**config.mk**
```make
export PLATFORM = sky130hd
export DESIGN_NAME = dds_addr_gen_mc
export DESIGN_NICKNAME = d
export VERILOG_FILES = /design/src/rtl/dds_pkg.sv /design/src/rtl/dds_chan.sv /design/src/rtl/dds_addr_gen_mc.sv
export SDC_FILE = /design/constraint.sdc
export NUM_CORES = 1
export LEC_CHECK = 0
export ABC_AREA = 1
export ABC_CLOCK_PERIOD_IN_PS = 4900
export BUFFER_PORTS_ARGS = -buffer_cell sky130_fd_sc_hd__clkbuf_2
export CAP_MARGIN = 20
export CORE_MARGIN = 3
export CORE_UTILIZATION = 55
export CTS_BUF_LIST = sky130_fd_sc_hd__clkbuf_8
export CTS_CLUSTER_SIZE = 8
export DETAILED_ROUTE_END_ITERATION = 7
export GPL_ROUTABILITY_DRIVEN = 1
export PLACE_DENSITY = 0.76
export SLEW_MARGIN = 10
export SYNTH_ARGS = -nofsm -noshare
export SYNTH_HDL_FRONTEND = slang
export SYNTH_HIERARCHICAL = 1
export SYNTH_SLANG_ARGS = --single-unit
```
**constraint.sdc**
```tcl
create_clock -name clk -period 4.9 [get_ports clk]
set_clock_uncertainty 0.15 [all_clocks]
set_input_delay 0.98 -clock clk [delete_from_list [all_inputs] [get_ports clk]]
set_output_delay 0.98 -clock clk [all_outputs]
set_load 0.01 [all_outputs]
```
**src/rtl/dds_pkg.sv**
```systemverilog
// Shared encodings for the multi-channel DDS address generator.
package dds_pkg;

  typedef logic [1:0] mode_t;

  localparam mode_t MODE_SAW_UP = 2'd0;
  localparam mode_t MODE_SAW_DN = 2'd1;
  localparam mode_t MODE_TRI    = 2'd2;
  localparam mode_t MODE_SQR    = 2'd3;

  localparam logic [1:0] CFG_SEL_FW   = 2'd0;
  localparam logic [1:0] CFG_SEL_PW   = 2'd1;
  localparam logic [1:0] CFG_SEL_MODE = 2'd2;
  localparam logic [1:0] CFG_SEL_RSVD = 2'd3;

endpackage

```
**src/rtl/dds_chan.sv**
```systemverilog
// One DDS channel: phase accumulator, shadow/active config registers, waveform address map.
module dds_chan
  import dds_pkg::*;
#(
  parameter int unsigned ACC_W    = 32,
  parameter int unsigned ADDR_W   = 8,
  parameter int unsigned FW_RST   = 429497,
  parameter int unsigned PW_RST   = 128,
  parameter int unsigned UPD_WRAP = 1
) (
  input  logic              clk,
  input  logic              rst_n,
  input  logic              en,
  input  logic              sync_clr,
  input  logic              wr_fw,
  input  logic              wr_pw,
  input  logic              wr_mode,
  input  logic [ACC_W-1:0]  wr_data,
  input  logic              upd,
  output logic [ADDR_W-1:0] addr,
  output logic              wrap,
  output logic              upd_busy
);

  localparam logic [ACC_W-1:0]  FwRst = ACC_W'(FW_RST);
  localparam logic [ADDR_W-1:0] PwRst = ADDR_W'(PW_RST);

  logic [ACC_W-1:0]  acc_q, acc_d, fw_a_q, fw_a_d, fw_s_q, fw_s_d;
  logic [ADDR_W-1:0] pw_a_q, pw_a_d, pw_s_q, pw_s_d, addr_q, addr_d;
  mode_t             mode_a_q, mode_a_d, mode_s_q, mode_s_d;
  logic              wrap_q, wrap_d, busy_q, busy_d;
  logic [ACC_W:0]    sum;
  logic              carry, commit;

  function automatic logic [ADDR_W-1:0] map_addr(input logic [ADDR_W-1:0] ph,
                                                 input logic [ADDR_W-1:0] pw,
                                                 input mode_t             mode);
    logic [ADDR_W-1:0] p, t;
    p = ph + pw;
    t = {p[ADDR_W-2:0], 1'b0};
    map_addr = p;
    unique case (mode)
      MODE_SAW_UP: map_addr = p;
      MODE_SAW_DN: map_addr = ~p;
      MODE_TRI:    map_addr = p[ADDR_W-1] ? ~t : t;
      MODE_SQR:    map_addr = p[ADDR_W-1] ? '0 : '1;
    endcase
  endfunction

  always_comb begin
    sum   = {1'b0, acc_q} + {1'b0, fw_a_q};
    carry = sum[ACC_W];

    // Wrap-synchronous commit lets new settings start exactly at phase 0.
    if (UPD_WRAP != 0) commit = busy_q & (sync_clr | (en & carry));
    else               commit = busy_q;

    fw_a_d   = commit ? fw_s_q   : fw_a_q;
    pw_a_d   = commit ? pw_s_q   : pw_a_q;
    mode_a_d = commit ? mode_s_q : mode_a_q;
    busy_d   = busy_q ? ~commit : upd;

    fw_s_d   = wr_fw   ? wr_data              : fw_s_q;
    pw_s_d   = wr_pw   ? wr_data[ADDR_W-1:0]  : pw_s_q;
    mode_s_d = wr_mode ? mode_t'(wr_data[1:0]) : mode_s_q;

    acc_d  = acc_q;
    addr_d = addr_q;
    wrap_d = 1'b0;
    if (sync_clr) begin
      acc_d  = '0;
      addr_d = map_addr('0, pw_a_d, mode_a_d);
    end else if (en) begin
      acc_d  = sum[ACC_W-1:0];
      wrap_d = carry;
      addr_d = map_addr(acc_q[ACC_W-1 -: ADDR_W], pw_a_q, mode_a_q);
    end
  end

  always_ff @(posedge clk or negedge rst_n) begin
    if (!rst_n) begin
      acc_q    <= '0;
      fw_a_q   <= FwRst;
      fw_s_q   <= FwRst;
      pw_a_q   <= PwRst;
      pw_s_q   <= PwRst;
      mode_a_q <= MODE_SAW_UP;
      mode_s_q <= MODE_SAW_UP;
      addr_q   <= PwRst;
      wrap_q   <= 1'b0;
      busy_q   <= 1'b0;
    end else begin
      acc_q    <= acc_d;
      fw_a_q   <= fw_a_d;
      fw_s_q   <= fw_s_d;
      pw_a_q   <= pw_a_d;
      pw_s_q   <= pw_s_d;
      mode_a_q <= mode_a_d;
      mode_s_q <= mode_s_d;
      addr_q   <= addr_d;
      wrap_q   <= wrap_d;
      busy_q   <= busy_d;
    end
  end

  assign addr     = addr_q;
  assign wrap     = wrap_q;
  assign upd_busy = busy_q;

endmodule

```
**src/rtl/dds_addr_gen_mc.sv**
```systemverilog
// Multi-channel DDS phase accumulator and ROM address generator: config decode plus NCH channels.
module dds_addr_gen_mc
  import dds_pkg::*;
#(
  parameter int unsigned NCH      = 2,
  parameter int unsigned ACC_W    = 32,
  parameter int unsigned ADDR_W   = 8,
  parameter int unsigned FW_RST   = 429497,
  parameter int unsigned PW_RST   = 128,
  parameter int unsigned UPD_WRAP = 1
) (
  input  logic                  clk,
  input  logic                  rst_n,
  input  logic                  en,
  input  logic                  sync_clr,
  input  logic                  cfg_we,
  input  logic [2:0]            cfg_ch,
  input  logic [1:0]            cfg_sel,
  input  logic [ACC_W-1:0]      cfg_data,
  output logic                  cfg_err,
  input  logic                  upd,
  output logic [NCH-1:0]        upd_busy,
  output logic [NCH*ADDR_W-1:0] addr_out,
  output logic [NCH-1:0]        wrap
);

  logic cfg_bad, cfg_ok, cfg_err_q;

  assign cfg_bad = ({1'b0, cfg_ch} >= 4'(NCH)) || (cfg_sel == CFG_SEL_RSVD);
  assign cfg_ok  = cfg_we & ~cfg_bad;

  always_ff @(posedge clk or negedge rst_n) begin
    if (!rst_n) cfg_err_q <= 1'b0;
    else        cfg_err_q <= cfg_we & cfg_bad;
  end

  assign cfg_err = cfg_err_q;

  for (genvar g = 0; g < NCH; g++) begin : g_chan
    logic hit;
    assign hit = cfg_ok && (cfg_ch == 3'(g));

    dds_chan #(
      .ACC_W    (ACC_W),
      .ADDR_W   (ADDR_W),
      .FW_RST   (FW_RST),
      .PW_RST   (PW_RST),
      .UPD_WRAP (UPD_WRAP)
    ) u_chan (
      .clk      (clk),
      .rst_n    (rst_n),
      .en       (en),
      .sync_clr (sync_clr),
      .wr_fw    (hit && (cfg_sel == CFG_SEL_FW)),
      .wr_pw    (hit && (cfg_sel == CFG_SEL_PW)),
      .wr_mode  (hit && (cfg_sel == CFG_SEL_MODE)),
      .wr_data  (cfg_data),
      .upd      (upd),
      .addr     (addr_out[g*ADDR_W +: ADDR_W]),
      .wrap     (wrap[g]),
      .upd_busy (upd_busy[g])
    );
  end

endmodule
```
# Yosys cells after proc, flatten, opt, wreduce, memory -nomap -nowiden
# Index checks and enable logic that the tools add are counted.
# totals
out_inout_bits	21
input_bits	43
wordCells	107
register_bits	253
# classes
n_lt_le_gt_ge	1
bitwise	19
n_eq_ne	16
muxes	30
add_sub_neg	4
n_reduce_logical	16
# op_table
cell	count
32-bit two-way mux	4
8-bit one-hot mux with 4 select lines	4
8-bit two-way mux	14
32-bit by 32-bit adder with 33-bit output	2
8-bit NOT	8
2-bit == test, second input constant	10
8-bit adder	2
2-bit by 1-bit == test with 1-bit output, second input constant	5
2-bit logical NOT	5
1-bit logical AND	8
1-bit bitwise AND	6
1-bit two-way mux	6
2-bit two-way mux	2
3-bit by 1-bit == test with 1-bit output, second input constant	1
3-bit by 2-bit greater-or-equal comparator with 1-bit output, second input constant	1
3-bit logical NOT	1
1-bit NOT	3
1-bit OR	2
2-bit nonzero test	1
1-bit logical OR	1

# Depth between registers and ports, before layout
# depth
word_depth	9
ltp_mapped	24
depth_no_buf	23

# By module
# The synthesis kept the hierarchy.
# modules_own_cells
mod	cells_each	area_each_um2	instances	seq_area_each_um2
dds_chan (g_chan[0].u_chan)	971	7475.9	1	3184.3
dds_chan (g_chan[1].u_chan)	979	7440.9	1	3184.3
dds_addr_gen_mc	18	120.1	1	25.0

# Least setup slack after synthesis
# OpenSTA, ideal clock, no wires.
# synth_timing
path_kind	register to register
startpoint	reg g_chan[1].u_chan.fw_a_q[0]
endpoint	reg g_chan[1].u_chan.addr_q[4]
path_slack_ns	2.038
synth_period_minus_slack_ns	2.862
setup_ns	0.124
path_stages_with_launch	25
arrival_ns	2.588
required_time_ns	4.626
path_cell_list	dfstp_2 -> ha_1 -> inv_1 -> fa_1 -> inv_1 -> nand3_1 -> nand2_2 -> nand2_1 -> nand2_2 -> nand2_1 -> nand2_2 -> nand2_1 -> nand2_1 -> nand2_2 -> nand2_4 -> nand2_4 -> buf_6 -> nand2_1 -> nand2_2 -> nand2_2 -> nand2_1 -> nand2_2 -> nand3_1 -> nand2_1 -> a21oi_2
# synth_via
elab_chain_len	9
# synth_rtl
item	line_no	text
from (decl)	dds_chan.sv:28	logic [ACC_W-1:0] acc_q, acc_d, fw_a_q, fw_a_d, fw_s_q, fw_s_d;
from (signal assigned)	dds_chan.sv:83	fw_a_q <= FwRst;
from (signal assigned)	dds_chan.sv:94	fw_a_q <= fw_a_d;
32-bit by 32-bit adder with 33-bit output *	dds_chan.sv:51	sum = {1'b0, acc_q} + {1'b0, fw_a_q};
1-bit bitwise AND *	dds_chan.sv:55	if (UPD_WRAP != 0) commit = busy_q & (sync_clr | (en & carry));
1-bit OR *	dds_chan.sv:55	
1-bit bitwise AND *	dds_chan.sv:55	
8-bit two-way mux	dds_chan.sv:59	pw_a_d = commit ? pw_s_q : pw_a_q;
8-bit NOT	dds_chan.sv:45	MODE_TRI: map_addr = p[ADDR_W-1] ? ~t : t;
8-bit two-way mux	dds_chan.sv:45	
8-bit one-hot mux with 4 select lines *	dds_chan.sv:42	unique case (mode)
8-bit two-way mux *	dds_chan.sv:70	if (sync_clr) begin
to (signal assigned)	dds_chan.sv:89	addr_q <= PwRst;
to (signal assigned)	dds_chan.sv:100	addr_q <= addr_d;
to (decl)	dds_chan.sv:29	logic [ADDR_W-1:0] pw_a_q, pw_a_d, pw_s_q, pw_s_d, addr_q, addr_d;
# Mark *: on every way between the ends. The rest lies on a longest branch, timed or not.
# A chain may end at the register's enable or synchronous reset.

# Worst setup path in the final report
# layout_timing
startpoint	reg g_chan[1].u_chan.fw_a_q[0]
endpoint	reg g_chan[1].u_chan.addr_q[1]
# layout_lines
item	line_no	text
32-bit by 32-bit adder with 33-bit output *	dds_chan.sv:51	
1-bit bitwise AND *	dds_chan.sv:55	
1-bit OR *	dds_chan.sv:55	
1-bit bitwise AND *	dds_chan.sv:55	
2-bit two-way mux *	dds_chan.sv:60	mode_a_d = commit ? mode_s_q : mode_a_q;
net g_chan[1].u_chan.mode_a_d[0]	dds_chan.sv:30	mode_t mode_a_q, mode_a_d, mode_s_q, mode_s_d;
2-bit == test, or another cell as far along	dds_chan.sv:42	
8-bit one-hot mux with 4 select lines *	dds_chan.sv:42	
8-bit two-way mux *	dds_chan.sv:70	
# The timed path passes the listed nets; every way through them passes the cells marked *.

==> impl_metrics.env <==
export IMPL_critPathSlowestCell="dfstp_2"
export IMPL_dieArea_sq_um=29400
export IMPL_drv_slew=0
export IMPL_fin_cells=2400
export IMPL_drv_cap=0
export IMPL_start_util=0.569
export IMPL_fillers=2359
export IMPL_synth_top_area_share=0.338
export IMPL_clk_pin_slew_ps=60
export IMPL_netlist_instances=1968
export IMPL_rr_startpoint="g_chan[1].u_chan/fw_a_q[0]$_DFFE_PN1N_"
export IMPL_num_antenna_cells=0
export IMPL_start_kind="flop"
export IMPL_yosys_warnings=6
export IMPL_critical_path_class="reg2reg"
export IMPL_die_height_um=171
export IMPL_synthesis_area_sq_um=15000
export IMPL_worst_pin_slew_ps=909
export IMPL_synth_area_per_cell_sq_um=7.64
export IMPL_p_switching_uw=6100
export IMPL_grt_antenna_before_repair=0
export IMPL_synthTopCellsByCount="nand2_1, inv_1, dfrtp_1"
export IMPL_fin_nets=2154
export IMPL_cp_max_fo=84
export IMPL_drtIter0Drc=950
export IMPL_wl_per_cell_um=15.2
export IMPL_p_clk_frac=0.151
export IMPL_root_buffer="clkbuf_8"
export IMPL_cp_cell_sequence="ha_1 -> inv_1 -> fa_1 -> inv_1 -> nand3_1 -> nand2_2 -> nand2_1 -> nand2_2 -> nand2_1 -> nand2_2 -> nand2_1 -> nand2_1 -> nand2_2 -> nand2_4 -> nand2_4 -> nand2_1 -> nand2_2 -> inv_2 -> nand2_1 -> nand2_2 -> nand3_1 -> nand2_1 -> a21oi_2"
export IMPL_arrival_ps=4150
export IMPL_finalWeightedCongestion=0.899
export IMPL_rsz0062_at_grt="no"
export IMPL_synth_edf_count=0
export IMPL_run_status="complete, no violations"
export IMPL_slew_headroom=0.394
export IMPL_io_buffer_count=63
export IMPL_synth_area_leaders="dfrtp_1, nand2_1, dfstp_2, o21ai_0, ha_1"
export IMPL_drc=0
export IMPL_cts_hold_buf=0
export IMPL_grt_pass1_wl_mm=61.8
export IMPL_min_period_ps=3860
export IMPL_vias=12910
export IMPL_finalCritPeriodShare=0.787
export IMPL_yosysMostFrequentCell="nand2_1"
export IMPL_io_pins=64
export IMPL_internal_power_uw=6660
export IMPL_synth_seq_cells=253
export IMPL_total_power_uw=12800
export IMPL_worstHoldStart="g_chan[0].u_chan/fw_s_q[0]$_DFFE_PN1P_"
export IMPL_comb_power_share=0.557
export IMPL_dr_pass1_iters=5
export IMPL_multi_input_comb_area_sq_um=7500
export IMPL_cts_tree="built"
export IMPL_end_kind="flop"
export IMPL_dp_cells=2316
export IMPL_crit_top_cell="nand2_1"
export IMPL_regArea_sq_um=6390
export IMPL_core_sq_um=26400
export IMPL_cts_setup_buffers=0
export IMPL_synth_largest_area_cell="dfrtp_1"
export IMPL_slowest_delay_ps=530
export IMPL_peakVddDrop_mv=0.368
export IMPL_insertion_delay_ps=560
export IMPL_fmax_ghz=0.259
export IMPL_grt_usage=0.256
export IMPL_yosysSeqAreaShare=0.425
export IMPL_htree_levels=2
export IMPL_drive_above_1_share=0.140
export IMPL_cts_made_buffers=44
export IMPL_wl_mm=36.6
export IMPL_grt_overflow=0
export IMPL_startpoint="g_chan[1].u_chan/fw_a_q[0]$_DFFE_PN1N_"
export IMPL_cts_sinks=253
export IMPL_p_leak_uw=0.00842
export IMPL_cp_required_ps=5190
export IMPL_p_per_area_nw_per_um2=773
export IMPL_postRouteAntennaNets=0
export IMPL_ys_async_sr_fraction=1.00
export IMPL_grt_pass1_vias=12508
export IMPL_hold_class="reg2reg"
export IMPL_cp_num_buf_inv=3
export IMPL_pwr_share_seq=0.292
export IMPL_cts_path_max_buffers=3
export IMPL_synth_nets=2093
export IMPL_p_sw_frac=0.478
export IMPL_row_count=59
export IMPL_area_growth_syn_to_layout_pct=9.89
export IMPL_setup_viol_count_final=0
export IMPL_post_cts_resized=0
export IMPL_vias_per_cell=5.38
export IMPL_hold_viol=0
export IMPL_grt_start_max_net_pins=119
export IMPL_tns_ps=0
export IMPL_hpwlAfterDp_mm=26.6
export IMPL_synth_ff_type="dfrtp_1"
export IMPL_die_x_um=171
export IMPL_path_delay_family="simple AND/OR/NAND/NOR gates"
export IMPL_synth_cell_types=55
## through the flow
stage / hold slack (ps) / area [sq um] / setup slack [ps] / utilization
CTS: 328 / 16500 / 1040 / 0.624
global route: 347 / 16500 / 545 / 0.625
global placement: 316 / 15600 / 1140 / 0.590
finish: 328 / 16500 / 1040 / 0.625
detailed placement: 319 / 15600 / 1080 / 0.590
floorplan: 304 / 15000 / 2040 / -
## layout by cell type, fill, tap and decap left out, types with 9 or more instances in the layout
cell	synthesis	routed
nand2_2	44	44
xor2_1	21	21
inv_1	225	244
ha_1	78	78
a21oi_2	10	10
clkbuf_2	3	62
a31oi_1	13	13
xnor2_1	18	18
dfrtp_1	203	203
clkbuf_8	0	54
o21ai_1	47	47
o21ai_0	201	201
dfstp_2	50	50
nand3_1	95	95
a21oi_1	121	121
nor2_1	112	108
buf_4	1	9
nand2_1	565	565
## routing by layer
layer  wire length [um]  GRT usage  part of all wire  vias up
li1                   -          -                 -     6510
met1              16900      0.354              0.46     6043
met2              17400      0.428              0.48      291
met3               1570     0.0331             0.043       66
met4                738     0.0686             0.020        0
met5                  0          0                 0        -
## power groups by stage
stage	combinational [uW]	sequential (uW)	clock, uW
3_5_place_dp	7020	3740	0
3_3_place_gp	6830	3730	0
5_1_grt	8150	3820	2070
4_1_cts	7050	3730	1980
2_1_floorplan	5670	3470	0
6_report	7110	3730	1920
## state kept, by name, indices dropped and copies added (netlist names)
signal / cells
g_chan.u_chan/addr: 16
g_chan.u_chan/fw_a_q: 64
g_chan.u_chan/mode_s_q: 4
g_chan.u_chan/fw_s_q: 64
g_chan.u_chan/acc_q: 64
g_chan.u_chan/pw_s_q: 16
g_chan.u_chan/mode_a_q: 4
cfg_err: 1
g_chan.u_chan/pw_a_q: 16
g_chan.u_chan/upd_busy: 2
g_chan.u_chan/wrap: 2
## cell families (layout without fill, tap and decap cells)
group	Yosys count	after routing	synth area share
buffers and inverters	292	389	0.0775
AND/OR/NAND/NOR	857	857	0.241
multiplexers	4	4	0.00300
flip-flops	253	253	0.425
adder cells (fa/ha/maj)	82	82	0.0702
AO/OA/AOI/OAI	441	441	0.160
XOR/XNOR	39	39	0.0227
## layout make-up
type / count / area share
Clock inverter: 28 / 0.00886
Multi-Input combinational cell: 1423 / 0.454
Sequential cell: 253 / 0.387
Inverter: 232 / 0.0527
Clock buffer: 54 / 0.0450
Timing Repair Buffer: 75 / 0.0274
Tap cell: 335 / 0.0254
## final timing paths
check                                                     endpoint  slack (ps)  depth (start not counted)
setup / recovery              g_chan[1].u_chan/addr[1]$_DFFE_PN0P_        1040                         23
hold / removal              g_chan[0].u_chan/fw_a_q[0]$_DFFE_PN1N_         330                          2
setup reg to reg              g_chan[1].u_chan/addr[1]$_DFFE_PN0P_        1040                         23
hold reg to reg             g_chan[0].u_chan/fw_a_q[0]$_DFFE_PN1N_         330                          2
max in group asynchronous   g_chan[0].u_chan/fw_a_q[0]$_DFFE_PN1N_        3190                          2
min in group asynchronous  g_chan[0].u_chan/fw_a_q[22]$_DFFE_PN0N_         350                          1
## worst register-to-register path, delay by kind of cell (launching register included)
family / cells / cell delay [ps]
adder cells (fa/ha/maj): 2 / 550
flip-flops: 1 / 530
buffers and inverters: 3 / 290
AND/OR/NAND/NOR: 17 / 2180
AO/OA/AOI/OAI: 1 / 50
(Power assumes the default switching activity.)
